===== src/rtl/decoder_scan_sequencer.sv =====
// Scan sequencer driving en and the {A,B,C} select code of a 3-to-8 decoder.
// Walks the set bits of a latched channel mask, holding each channel for
// dwell+1 cycles, in single-pass or continuous wrap-around mode.
module decoder_scan_sequencer #(
    parameter int unsigned DWELL_W = 8
) (
    input  logic               clk,
    input  logic               rst_n,
    input  logic               start,
    input  logic               stop,
    input  logic               mode_cont,
    input  logic [DWELL_W-1:0] dwell,
    input  logic [7:0]         ch_mask,
    output logic               en,
    output logic               A,
    output logic               B,
    output logic               C,
    output logic               busy,
    output logic               done,
    output logic               err
);

    localparam int unsigned NUM_CH = 8;
    localparam int unsigned SEL_W  = 3;

    typedef enum logic {
        ST_IDLE = 1'b0,
        ST_SCAN = 1'b1
    } state_t;

    state_t             state, state_nxt;
    logic [SEL_W-1:0]   sel, sel_nxt;
    logic [DWELL_W-1:0] cnt, cnt_nxt;
    logic [DWELL_W-1:0] dwell_lat, dwell_lat_nxt;
    logic [NUM_CH-1:0]  mask_lat, mask_lat_nxt;
    logic               mode_lat, mode_lat_nxt;
    logic               en_nxt, busy_nxt, done_nxt, err_nxt;

    logic               higher_found_c;
    logic [SEL_W-1:0]   higher_idx_c;
    logic [SEL_W-1:0]   lowest_lat_c;
    logic [SEL_W-1:0]   lowest_in_c;

    // Index of the lowest set bit (0 when the mask is empty).
    function automatic logic [SEL_W-1:0] lowest_set(input logic [NUM_CH-1:0] m);
        logic [SEL_W-1:0] r;
        r = '0;
        for (int i = NUM_CH - 1; i >= 0; i--) begin
            if (m[i]) r = SEL_W'(i);
        end
        return r;
    endfunction

    // Lowest set bit strictly above the current select, if any.
    always_comb begin
        higher_found_c = 1'b0;
        higher_idx_c   = '0;
        for (int i = NUM_CH - 1; i >= 0; i--) begin
            if (mask_lat[i] && (i > int'(sel))) begin
                higher_found_c = 1'b1;
                higher_idx_c   = SEL_W'(i);
            end
        end
    end

    assign lowest_lat_c = lowest_set(mask_lat);
    assign lowest_in_c  = lowest_set(ch_mask);

    // State and registered outputs, synchronous active-low reset.
    always_ff @(posedge clk) begin
        if (!rst_n) begin
            state     <= ST_IDLE;
            sel       <= '0;
            cnt       <= '0;
            dwell_lat <= '0;
            mask_lat  <= '0;
            mode_lat  <= 1'b0;
            en        <= 1'b0;
            busy      <= 1'b0;
            done      <= 1'b0;
            err       <= 1'b0;
        end else begin
            state     <= state_nxt;
            sel       <= sel_nxt;
            cnt       <= cnt_nxt;
            dwell_lat <= dwell_lat_nxt;
            mask_lat  <= mask_lat_nxt;
            mode_lat  <= mode_lat_nxt;
            en        <= en_nxt;
            busy      <= busy_nxt;
            done      <= done_nxt;
            err       <= err_nxt;
        end
    end

    // Next-state and next-output logic.
    always_comb begin
        state_nxt     = state;
        sel_nxt       = sel;
        cnt_nxt       = cnt;
        dwell_lat_nxt = dwell_lat;
        mask_lat_nxt  = mask_lat;
        mode_lat_nxt  = mode_lat;
        en_nxt        = en;
        busy_nxt      = busy;
        done_nxt      = 1'b0;
        err_nxt       = 1'b0;

        unique case (state)
            ST_IDLE: begin
                en_nxt   = 1'b0;
                busy_nxt = 1'b0;
                sel_nxt  = '0;
                if (start && !stop) begin
                    if (ch_mask != '0) begin
                        state_nxt     = ST_SCAN;
                        mask_lat_nxt  = ch_mask;
                        dwell_lat_nxt = dwell;
                        mode_lat_nxt  = mode_cont;
                        sel_nxt       = lowest_in_c;
                        cnt_nxt       = '0;
                        en_nxt        = 1'b1;
                        busy_nxt      = 1'b1;
                    end else begin
                        err_nxt = 1'b1;
                    end
                end
            end
            ST_SCAN: begin
                if (stop) begin
                    state_nxt = ST_IDLE;
                    sel_nxt   = '0;
                    cnt_nxt   = '0;
                    en_nxt    = 1'b0;
                    busy_nxt  = 1'b0;
                end else if (cnt != dwell_lat) begin
                    cnt_nxt = cnt + DWELL_W'(1);
                end else begin
                    cnt_nxt = '0;
                    if (higher_found_c) begin
                        sel_nxt = higher_idx_c;
                    end else if (mode_lat) begin
                        sel_nxt = lowest_lat_c;
                    end else begin
                        state_nxt = ST_IDLE;
                        sel_nxt   = '0;
                        en_nxt    = 1'b0;
                        busy_nxt  = 1'b0;
                        done_nxt  = 1'b1;
                    end
                end
            end
            default: begin
                state_nxt = ST_IDLE;
            end
        endcase
    end

    assign A = sel[2];
    assign B = sel[1];
    assign C = sel[0];

endmodule


===== config.mk =====
export PLATFORM = sky130hd
export DESIGN_NAME = decoder_scan_sequencer
export DESIGN_NICKNAME = d
export VERILOG_FILES = /design/src/rtl/decoder_scan_sequencer.sv
export SDC_FILE = /design/constraint.sdc
export NUM_CORES = 1
export LEC_CHECK = 0
export ABC_AREA = 1
export BUFFER_PORTS_ARGS = -buffer_cell sky130_fd_sc_hd__buf_4
export CAP_MARGIN = 10
export CORE_UTILIZATION = 40
export DETAILED_ROUTE_END_ITERATION = 16
export PLACE_DENSITY_LB_ADDON = 0.3
export SYNTH_ARGS = -nofsm -noshare
export SYNTH_HDL_FRONTEND = slang
export SYNTH_SLANG_ARGS = --single-unit

===== constraint.sdc =====
create_clock -name clk -period 1.5 [get_ports clk]
set_clock_uncertainty 0.05 [all_clocks]
set_input_delay 0.3 -clock clk [delete_from_list [all_inputs] [get_ports clk]]
set_output_delay 0.3 -clock clk [all_outputs]
set_load 0.02 [all_outputs]

==> results of run 1 <==
routing by layer:
metal	global-route usage [%]	vias to the layer above	wire length, µm
li1	-	923	-
met1	25.20	761	2027
met2	27.56	47	1744
met3	3.276	6	170
met4	6.444	0	56
met5	0	-	0
worst max-delay path: cells and delay by family, from the launching register on:
family,cells,cell delay [ps]
simple gates,7,660
flops,1,410
xor+xnor,1,140
cell usage in the layout, fill, tap and decap left out, drive strengths merged:
cell type / instances
clkinv: 5
a31oi: 1
buf: 41
ha: 1
o21bai: 1
nor3: 4
a21oi: 21
o21ai: 26
or2: 2
clkbuf: 5
nand3: 11
inv: 29
xnor2: 8
nand2: 62
xor2: 6
o21a: 1
nor2: 43
nand4: 4
dfxtp: 32
nor4: 2
sequential cells by signal (all words and copies together), names as in the netlist:
name,cells
busy,1
cnt,8
done,1
dwell_lat,8
err,1
mask_lat,8
mode_lat,1
sel,3
state,1
per-stage QoR:
stage                     utilization (%)  hold slack, ps
final                               52.22           199.9
after detailed placement            49.97           438.3
after CTS                           51.94           200.0
after floorplan                         -           388.4
after global placement              49.97           433.7
after global routing                52.22           216.1
logic make-up (layout without fill, tap and decap cells):
group	Yosys count	count (layout)	synth area share, %
fa+ha+maj	1	1	0.6595
xor+xnor	14	14	6.465
flops	32	32	33.77
buf+inv	37	80	9.828
compound gates	50	50	15.30
simple gates	128	128	33.97
cell type report:
| type | instances | area, µm² | area share, % |
|---|---|---|---|
| clock inverters | 3 | 18.77 | 0.8086 |
| inverters | 31 | 125.1 | 5.391 |
| multi-input cells | 193 | 1075 | 46.31 |
| well taps | 52 | 65.06 | 2.803 |
| repair buffers | 41 | 320.3 | 13.80 |
| clock buffers | 5 | 68.82 | 2.965 |
| flip-flops and latches | 32 | 648.1 | 27.92 |
worst max path at each step:
stage	start	to	cells past startpoint
2_1_floorplan	sel[1]$_SDFFE_PN0P_	busy$_SDFFE_PN0P_	9
3_3_place_gp	ch_mask[6]	cnt[2]$_SDFFE_PN0P_	9
3_5_place_dp	ch_mask[6]	cnt[2]$_SDFFE_PN0P_	9
4_1_cts	sel[2]$_SDFFE_PN0P_	busy$_SDFFE_PN0P_	9
5_1_grt	sel[1]$_SDFFE_PN0P_	state$_SDFF_PN0_	9
6_report	cnt[7]$_SDFFE_PN0P_	busy$_SDFFE_PN0P_	8
where the power goes:
part / switching, µW / internal (µW)
Clock: 320 / 323
Sequential: 47.4 / 902
Combinational: 302 / 224
==> impl_metrics.toml, run 1 <==
[clock_tree]
cts_root_buf = "clkbuf_8"
cts_buffers = 5
cts.path.max_buffers = 2
cts_setup_buffers = 0
cts.sink_count = 32
hold_bufs_inserted_after_cts = 0
cts_repair_resize_count = 0
htree_levels = 2
clock_latency_ps = 280
clkTransAtPathRegs_ps = 70
cts_tree = "built"

[setup_path]
criticalPathCategory = "reg -> reg"
slowest_delay_ps = 410
timing.critical_path.slowest_stage_cell = "dfxtp_1"
critical_path.reg2reg.endpoint = "busy$_SDFFE_PN0P_"
regToRegStartpoint = "cnt[7]$_SDFFE_PN0P_"
cp.arrival_ps = 1510
r2r_cells = 8
critical_path_required_ps = 1620
path_max_fanout = 8
category_of_the_worst_setup_path_capture_point = "flop"
cells_along_the_critical_path = "xnor2_1 > nand2_1 > nor2_4 > nand2_4 > nand2_4 > nand4_1 > nand2_1 > nor2_2"
cp_launch_type = "flop"
timing.reg2reg.setup_slack_ps = 110

[sta]
layout_worst_path_cycle_share_pct = 92.79
totalNegativeSetupSlack_ps = 0
timing.final.crit_period_ps = 1392
worst-slew-pin-transition_ps = 237.5
slew_viol_final = 0
rsz0062_at_grt = "no"
setup_viol = 0
fmax_mhz = 718.5
maxSlewHeadroom_pct = 84.04
finalHoldViolCount = 0
fin_ws_ps = 108.2

[floorplan]
ios = 28
die_w_um = 70.86
total_die_area_um2 = 5021
die_h_um = 70.86
floorplan.initialDensity_pct = 42.68
number_of_standard_cell_rows_in_the_floorplan = 24
core_um2 = 4444

[place]
dp_cells = 349
detailed_place_hpwl_um = 3131
place.port_buffers = 27
place_ws_ps = -13.05
placedInstanceArea_um2 = 2221
gpl.final_weighted_congestion = 0.8454

[layout]
layout-drive-gt1-share_pct = 30.82
area.growth.synth_to_final_pct = 22.36
fillerInstances = 446
fin_area_um2 = 2321
n_antenna_cell = 0
nets = 326
finalNonFillerCells = 357

[routing]
wl_per_cell_um = 11.20
drtAntennaViolNets = 0
detail_route.iter0.violations = 69
drt_wl_total_um = 3998
first_pass_iters = 6
drc = 0
via_cell_ratio = 4.866
detailed_route_via_count = 1737

[outcome]
run_status = "completed"

[logic_synthesis]
ys.flop_type = "dfxtp_1"
synth.top_cell.area_share_pct = 33.77
yosys-top-cells-count = "53 x nand2_1, 33 x nor2_1, 32 x dfxtp_1"
post_synth_num_cell_types = 39
syn_nets = 284
synth-seq-area-share_pct = 33.77
post_synth_inst_count = 262
yosys.area.top_type = "dfxtp_1"
syn_area_um2 = 1897
ys_seq_elements = 32
syn_avg_cell_area_um2 = 7.240
post_synth_main_area_contributors = "dfxtp_1 34%, nand2_1 10%, nor2_1 6.5%"
async_flop_share_pct = 0
synthMostInstantiatedCell = "nand2_1"
synthesis.yosys.warnings = 0
number_of_synthesized_flops_with_an_enable_pin = 0

[pwr]
power_density_nw_per_um2 = 912.7
power.leakage_uw = 0.001027
p_total_uw = 2118
ir_drop_v = 0.0005909

[min_path]
whs_path_depth = 3
timing.hold.worst_endpoint = "dwell_lat[6]$_SDFFE_PN0P_"
min-delay-start = "dwell[6]"
holdCritPathClass = "in -> reg"

[grt]
global_route_wire_length_before_repair_um = 7203
grt_use_total_pct = 17.93
grt_remaining_overflow = 0
number_of_antenna_violations_at_the_first_check_in_global_routing = 0
largest_net_degree_at_the_start_of_global_routing = 15
grt_pass1_vias = 1631

[flow_run]
maxCapViolCount = 0
(Power assumes the default switching activity.)
==> inputs of run 2 (changes only) <==
==> constraint.sdc (replaced) <==
create_clock -name clk -period 1.5 [get_ports clk]
set_clock_uncertainty 0.05 [all_clocks]
set_input_delay 0.15 -clock clk [delete_from_list [all_inputs] [get_ports clk]]
set_output_delay 0.15 -clock clk [all_outputs]
set_load 0.02 [all_outputs]
==> run 2 against run 1 <==
Against the previous run:
- non-clock buffer count shrank 6
- clock power grew 43%
- die area is the same
- combinational power shrank 2%
- via count shrank 0.52%
- critical endpoint unchanged
==> impl_metrics.toml, run 2 (synthesis results as in run 1) <==
[outcome]
run_status = "completed"

[sta]
slew_viol_final = 0
maxSlewHeadroom_pct = 71.39
rsz0062_at_grt = "no"
fmax_mhz = 727.4
finalHoldViolCount = 0
timing.final.crit_period_ps = 1375
timing.hold.ws_ps = 46.72
totalNegativeSetupSlack_ps = 0
layout_worst_path_cycle_share_pct = 91.65
worst-slew-pin-transition_ps = 425.2
setup_viol = 0

[layout]
fillerInstances = 456
n_antenna_cell = 0
utilization_pct = 52.28
mostFrequentLayoutCell = "nand2_1"
area.growth.synth_to_final_pct = 22.49
layout-drive-gt1-share_pct = 31.44
mostFrequentLayoutCells = "52 x nand2_1, 35 x buf_4, 33 x nor2_1, 25 x inv_1, 21 x dfxtp_1"
finalNonFillerCells = 351
reg_top3 = "cnt (8), dwell_lat (8), mask_lat (8)"
nets = 320

[pwr]
power.leakage_uw = 0.001013
proportion_of_power_drawn_by_flip_flops_and_latches_pct = 39.7
switching_share_pct = 28.72
ir_drop_v = 0.0004613
pwr-share-clk_pct = 38.7
power_report.internal_total_uw = 1694
p_sw_uw = 682.5
combPwrFrac_pct = 21.6
power_density_nw_per_um2 = 1023

[routing]
first_pass_iters = 6
detail_route.iter0.violations = 79
wl_per_cell_um = 11.86
detailed_route_via_count = 1728
via_cell_ratio = 4.923
drt_wl_total_um = 4164
drtAntennaViolNets = 0
drc = 0

[clock_tree]
hold_bufs_inserted_after_cts = 0
cts_root_buf = "clkbuf_8"
htree_levels = 2
cts.sink_count = 32
clkTransAtPathRegs_ps = 70
clock_latency_ps = 290
cts.path.max_buffers = 2
cts_buffers = 5
cts_tree = "built"

[floorplan]
die_h_um = 70.86
floorplan.initialDensity_pct = 42.68
total_die_area_um2 = 5021
number_of_standard_cell_rows_in_the_floorplan = 24
ios = 28
die_w_um = 70.86
core_um2 = 4444

[setup_path]
criticalPathCategory = "reg -> reg"
path_max_fanout = 8
cp_launch_type = "flop"
critical_path_required_ps = 1630
category_of_the_worst_setup_path_capture_point = "flop"
cp.arrival_ps = 1510

[grt]
grt_pass1_vias = 1611
global_route_wire_length_before_repair_um = 7286
grt_remaining_overflow = 0
largest_net_degree_at_the_start_of_global_routing = 24
grt_use_total_pct = 18.73
number_of_antenna_violations_at_the_first_check_in_global_routing = 0

[place]
dp_cells = 343
detailed_place_hpwl_um = 3268
place.port_buffers = 27
gpl.final_weighted_congestion = 0.8701

[min_path]
holdCritPathClass = "in -> reg"

[flow_run]
maxCapViolCount = 0
-- run 2: power groups by stage --
stage               clock network (µW)  registers (µW)  logic (µW)
finish                             919             944         514
global route                       971             951         573
CTS                                939             946         508
detailed placement                   0             965         506
global placement                     0             965         502
floorplan                            0             963         361
-- run 2: area by class of cell --
cell class | count | area [µm²] | area share, %
clock buffer | 7 | 96.34 | 4.146
clock inverter | 1 | 30.03 | 1.292
inverter | 31 | 125.1 | 5.385
multi-input combinational | 193 | 1077 | 46.36
sequential | 32 | 666.9 | 28.70
tap | 52 | 65.06 | 2.800
timing repair buffer | 35 | 262.8 | 11.31
-- run 2: worst paths after layout --
path	startpoint	end	slack, ps	cells after the start
min reg2reg	mask_lat[6]$_SDFFE_PN0P_	mask_lat[6]$_SDFFE_PN0P_	450	2
min	dwell[4]	dwell_lat[4]$_SDFFE_PN0P_	50	3
max	cnt[4]$_SDFFE_PN0P_	busy$_SDFFE_PN0P_	130	8
max reg2reg	cnt[4]$_SDFFE_PN0P_	busy$_SDFFE_PN0P_	130	8
-- run 2: routing by layer --
layer / up-vias / routed length, µm / global-route usage, %
met5: - / 0 / 0
met4: 0 / 99 / 8.667
met3: 9 / 151 / 3.846
met2: 38 / 1746 / 28.53
met1: 770 / 2166 / 25.51
li1: 911 / - / -
-- run 2: timing repair --
item,4_1_cts,5_1_grt
setup endpoints to repair,0,12
setup buffers,0,0
gates resized for setup,0,19
-- run 2: worst max-delay path, cell delays in order (launching register included) --
cell and delay [ps]:
dfxtp_2 390, xnor2_1 130, nand2_1 100, nor2_4 150, nand2_4 80, nand2_4 110
nand4_1 110, nand2_2 90, nor2_2 40
-- run 2: through the flow --
step / area, µm² / total power, µW / worst slack, ps
after floorplan: 1897 / 1324 / 72.20
after global placement: 2163 / 1467 / 76.49
after detailed placement: 2163 / 1472 / 47.25
after CTS: 2290 / 2393 / 31.03
after global routing: 2323 / 2496 / 7.610
final: 2323 / 2376 / 125.3
==> inputs of run 3 (changes only) <==
SLEW_MARGIN = 15   (was default)
clock period = 1.7 ns   (was 1.5 ns; I/O delays follow)
==> run 3 against run 2 <==
Against the previous run:
- core utilization shrank 2.9 points
- register-to-register slack is essentially flat
- wire length shrank 5.8%
- combinational power shrank 19%
- setup slack gained 8.1 ps
- hold slack better by 29 ps
- sequential cell count is the same
- sequential power fell by 11%
- first-iteration DRC count up 25%
- via count down 2.6%
- fmax shrank 12%
- design area shrank 5.5%
- critical path type unchanged
- largest cell class unchanged
- highest routed layer unchanged
==> impl_metrics.toml, run 3 (synthesis results as in run 1) <==
[place]
detailed_place_hpwl_um = 3035
gpl.final_weighted_congestion = 0.9073
place_ws_ps = 169.9
dp_cells = 337
place.port_buffers = 27

[pwr]
switching_share_pct = 31.46
combPwrFrac_pct = 23.1
pwr-share-clk_pct = 30.3
power.leakage_uw = 0.0009538
p_sw_uw = 565.7
power_density_nw_per_um2 = 818.8
proportion_of_power_drawn_by_flip_flops_and_latches_pct = 46.6
power_report.internal_total_uw = 1232
ir_drop_v = 0.0005491

[sta]
rsz0062_at_grt = "no"
fin_ws_ps = 133.4
maxSlewHeadroom_pct = 77.79
fmax_mhz = 638.3
totalNegativeSetupSlack_ps = 0
layout_worst_path_cycle_share_pct = 92.15
finalHoldViolCount = 0
setup_viol = 0
timing.final.crit_period_ps = 1567
slew_viol_final = 0
worst-slew-pin-transition_ps = 330.1

[clock_tree]
cts_tree = "built"
cts_setup_buffers = 0
cts_buffers = 5
clock_latency_ps = 280
cts.sink_count = 32
cts_repair_resize_count = 0
clkTransAtPathRegs_ps = 60
hold_bufs_inserted_after_cts = 0
cts_root_buf = "clkbuf_8"
cts.path.max_buffers = 2
htree_levels = 2

[grt]
grt_remaining_overflow = 0
number_of_antenna_violations_at_the_first_check_in_global_routing = 0
grt_pass1_vias = 1465
grt_use_total_pct = 17.32
largest_net_degree_at_the_start_of_global_routing = 27
global_route_wire_length_before_repair_um = 6734

[routing]
first_pass_iters = 6
detailed_route_via_count = 1683
detail_route.iter0.violations = 99
drt_wl_total_um = 3924
drtAntennaViolNets = 0
via_cell_ratio = 4.892
drc = 0
wl_per_cell_um = 11.41

[setup_path]
cp.arrival_ps = 1690
first_element_of_the_critical_path = "cnt[1]$_SDFFE_PN0P_"
critical_path_required_ps = 1820
cp_launch_type = "flop"
r2r_cells = 8
regToRegStartpoint = "cnt[1]$_SDFFE_PN0P_"
criticalPathCategory = "reg -> reg"
timing.reg2reg.setup_slack_ps = 130
critical_path.reg2reg.endpoint = "busy$_SDFFE_PN0P_"
path_max_fanout = 8
category_of_the_worst_setup_path_capture_point = "flop"

[outcome]
run_status = "completed"

[layout]
mostFrequentLayoutCells = "53 x nand2_1, 33 x nor2_1, 32 x dfxtp_1, 29 x buf_4, 25 x inv_1"
utilization_pct = 49.41
finalNonFillerCells = 344
n_antenna_cell = 0
area.growth.synth_to_final_pct = 15.77
fillerInstances = 471
reg_top3 = "cnt (8), dwell_lat (8), mask_lat (8)"
layout-drive-gt1-share_pct = 25.34
nets = 314
mostFrequentLayoutCell = "nand2_1"

[flow_run]
maxCapViolCount = 0

[floorplan]
number_of_standard_cell_rows_in_the_floorplan = 24
ios = 28
die_w_um = 70.86
core_um2 = 4444
total_die_area_um2 = 5021
die_h_um = 70.86
floorplan.initialDensity_pct = 42.68

[min_path]
timing.hold.worst_endpoint = "dwell_lat[5]$_SDFFE_PN0P_"
min-delay-start = "dwell[5]"
whs_path_depth = 3
holdCritPathClass = "in -> reg"
## run 3: routing by layer
metal,routed length (µm),vias up,global-route usage (%)
met3,209,5,3.561
met5,0,-,0
met2,1595,45,24.36
met4,65,0,8.000
met1,2054,733,25.24
li1,-,900,-
## run 3: per-stage QoR
stage          cell area (µm²)  total power (µW)  hold slack [ps]
3_5_place_dp              2118              1271            369.8
3_3_place_gp              2118              1266            354.8
4_1_cts                   2196              1819            69.87
6_report                  2196              1798            75.62
5_1_grt                   2196              1894            107.4
2_1_floorplan             1897              1168            258.4
## run 3: worst max-delay path: stages (launching register included)
cell and delay, ps:
dfxtp_1 430, xnor2_1 150, nand2_1 110, nor2_2 260, nand2_4 110, nand2_4 110, nand4_1 100, nand2_1 100
nor2_2 40
## run 3: final cells by class
class                           instances  area, µm²  area share (%)
Clock buffer                            6      72.57           3.305
Clock inverter                          1      5.005          0.2279
Inverter                               31      125.1           5.698
Multi-Input combinational cell        193       1070           48.72
Sequential cell                        32      640.6           29.17
Tap cell                               52      65.06           2.963
Timing Repair Buffer                   29      217.7           9.915
## run 3: power by group through the flow
stage	clock network (µW)	logic, µW	registers, µW
after global placement	0	412	854
after global routing	582	468	845
after detailed placement	0	416	855
final	544	415	839
after CTS	565	417	838
after floorplan	0	318	850
## run 3: worst max path at each step
stage | end | cells after the start
2_1_floorplan | busy$_SDFFE_PN0P_ | 9
3_3_place_gp | cnt[3]$_SDFFE_PN0P_ | 8
3_5_place_dp | busy$_SDFFE_PN0P_ | 8
4_1_cts | busy$_SDFFE_PN0P_ | 8
5_1_grt | state$_SDFF_PN0_ | 8
6_report | busy$_SDFFE_PN0P_ | 8
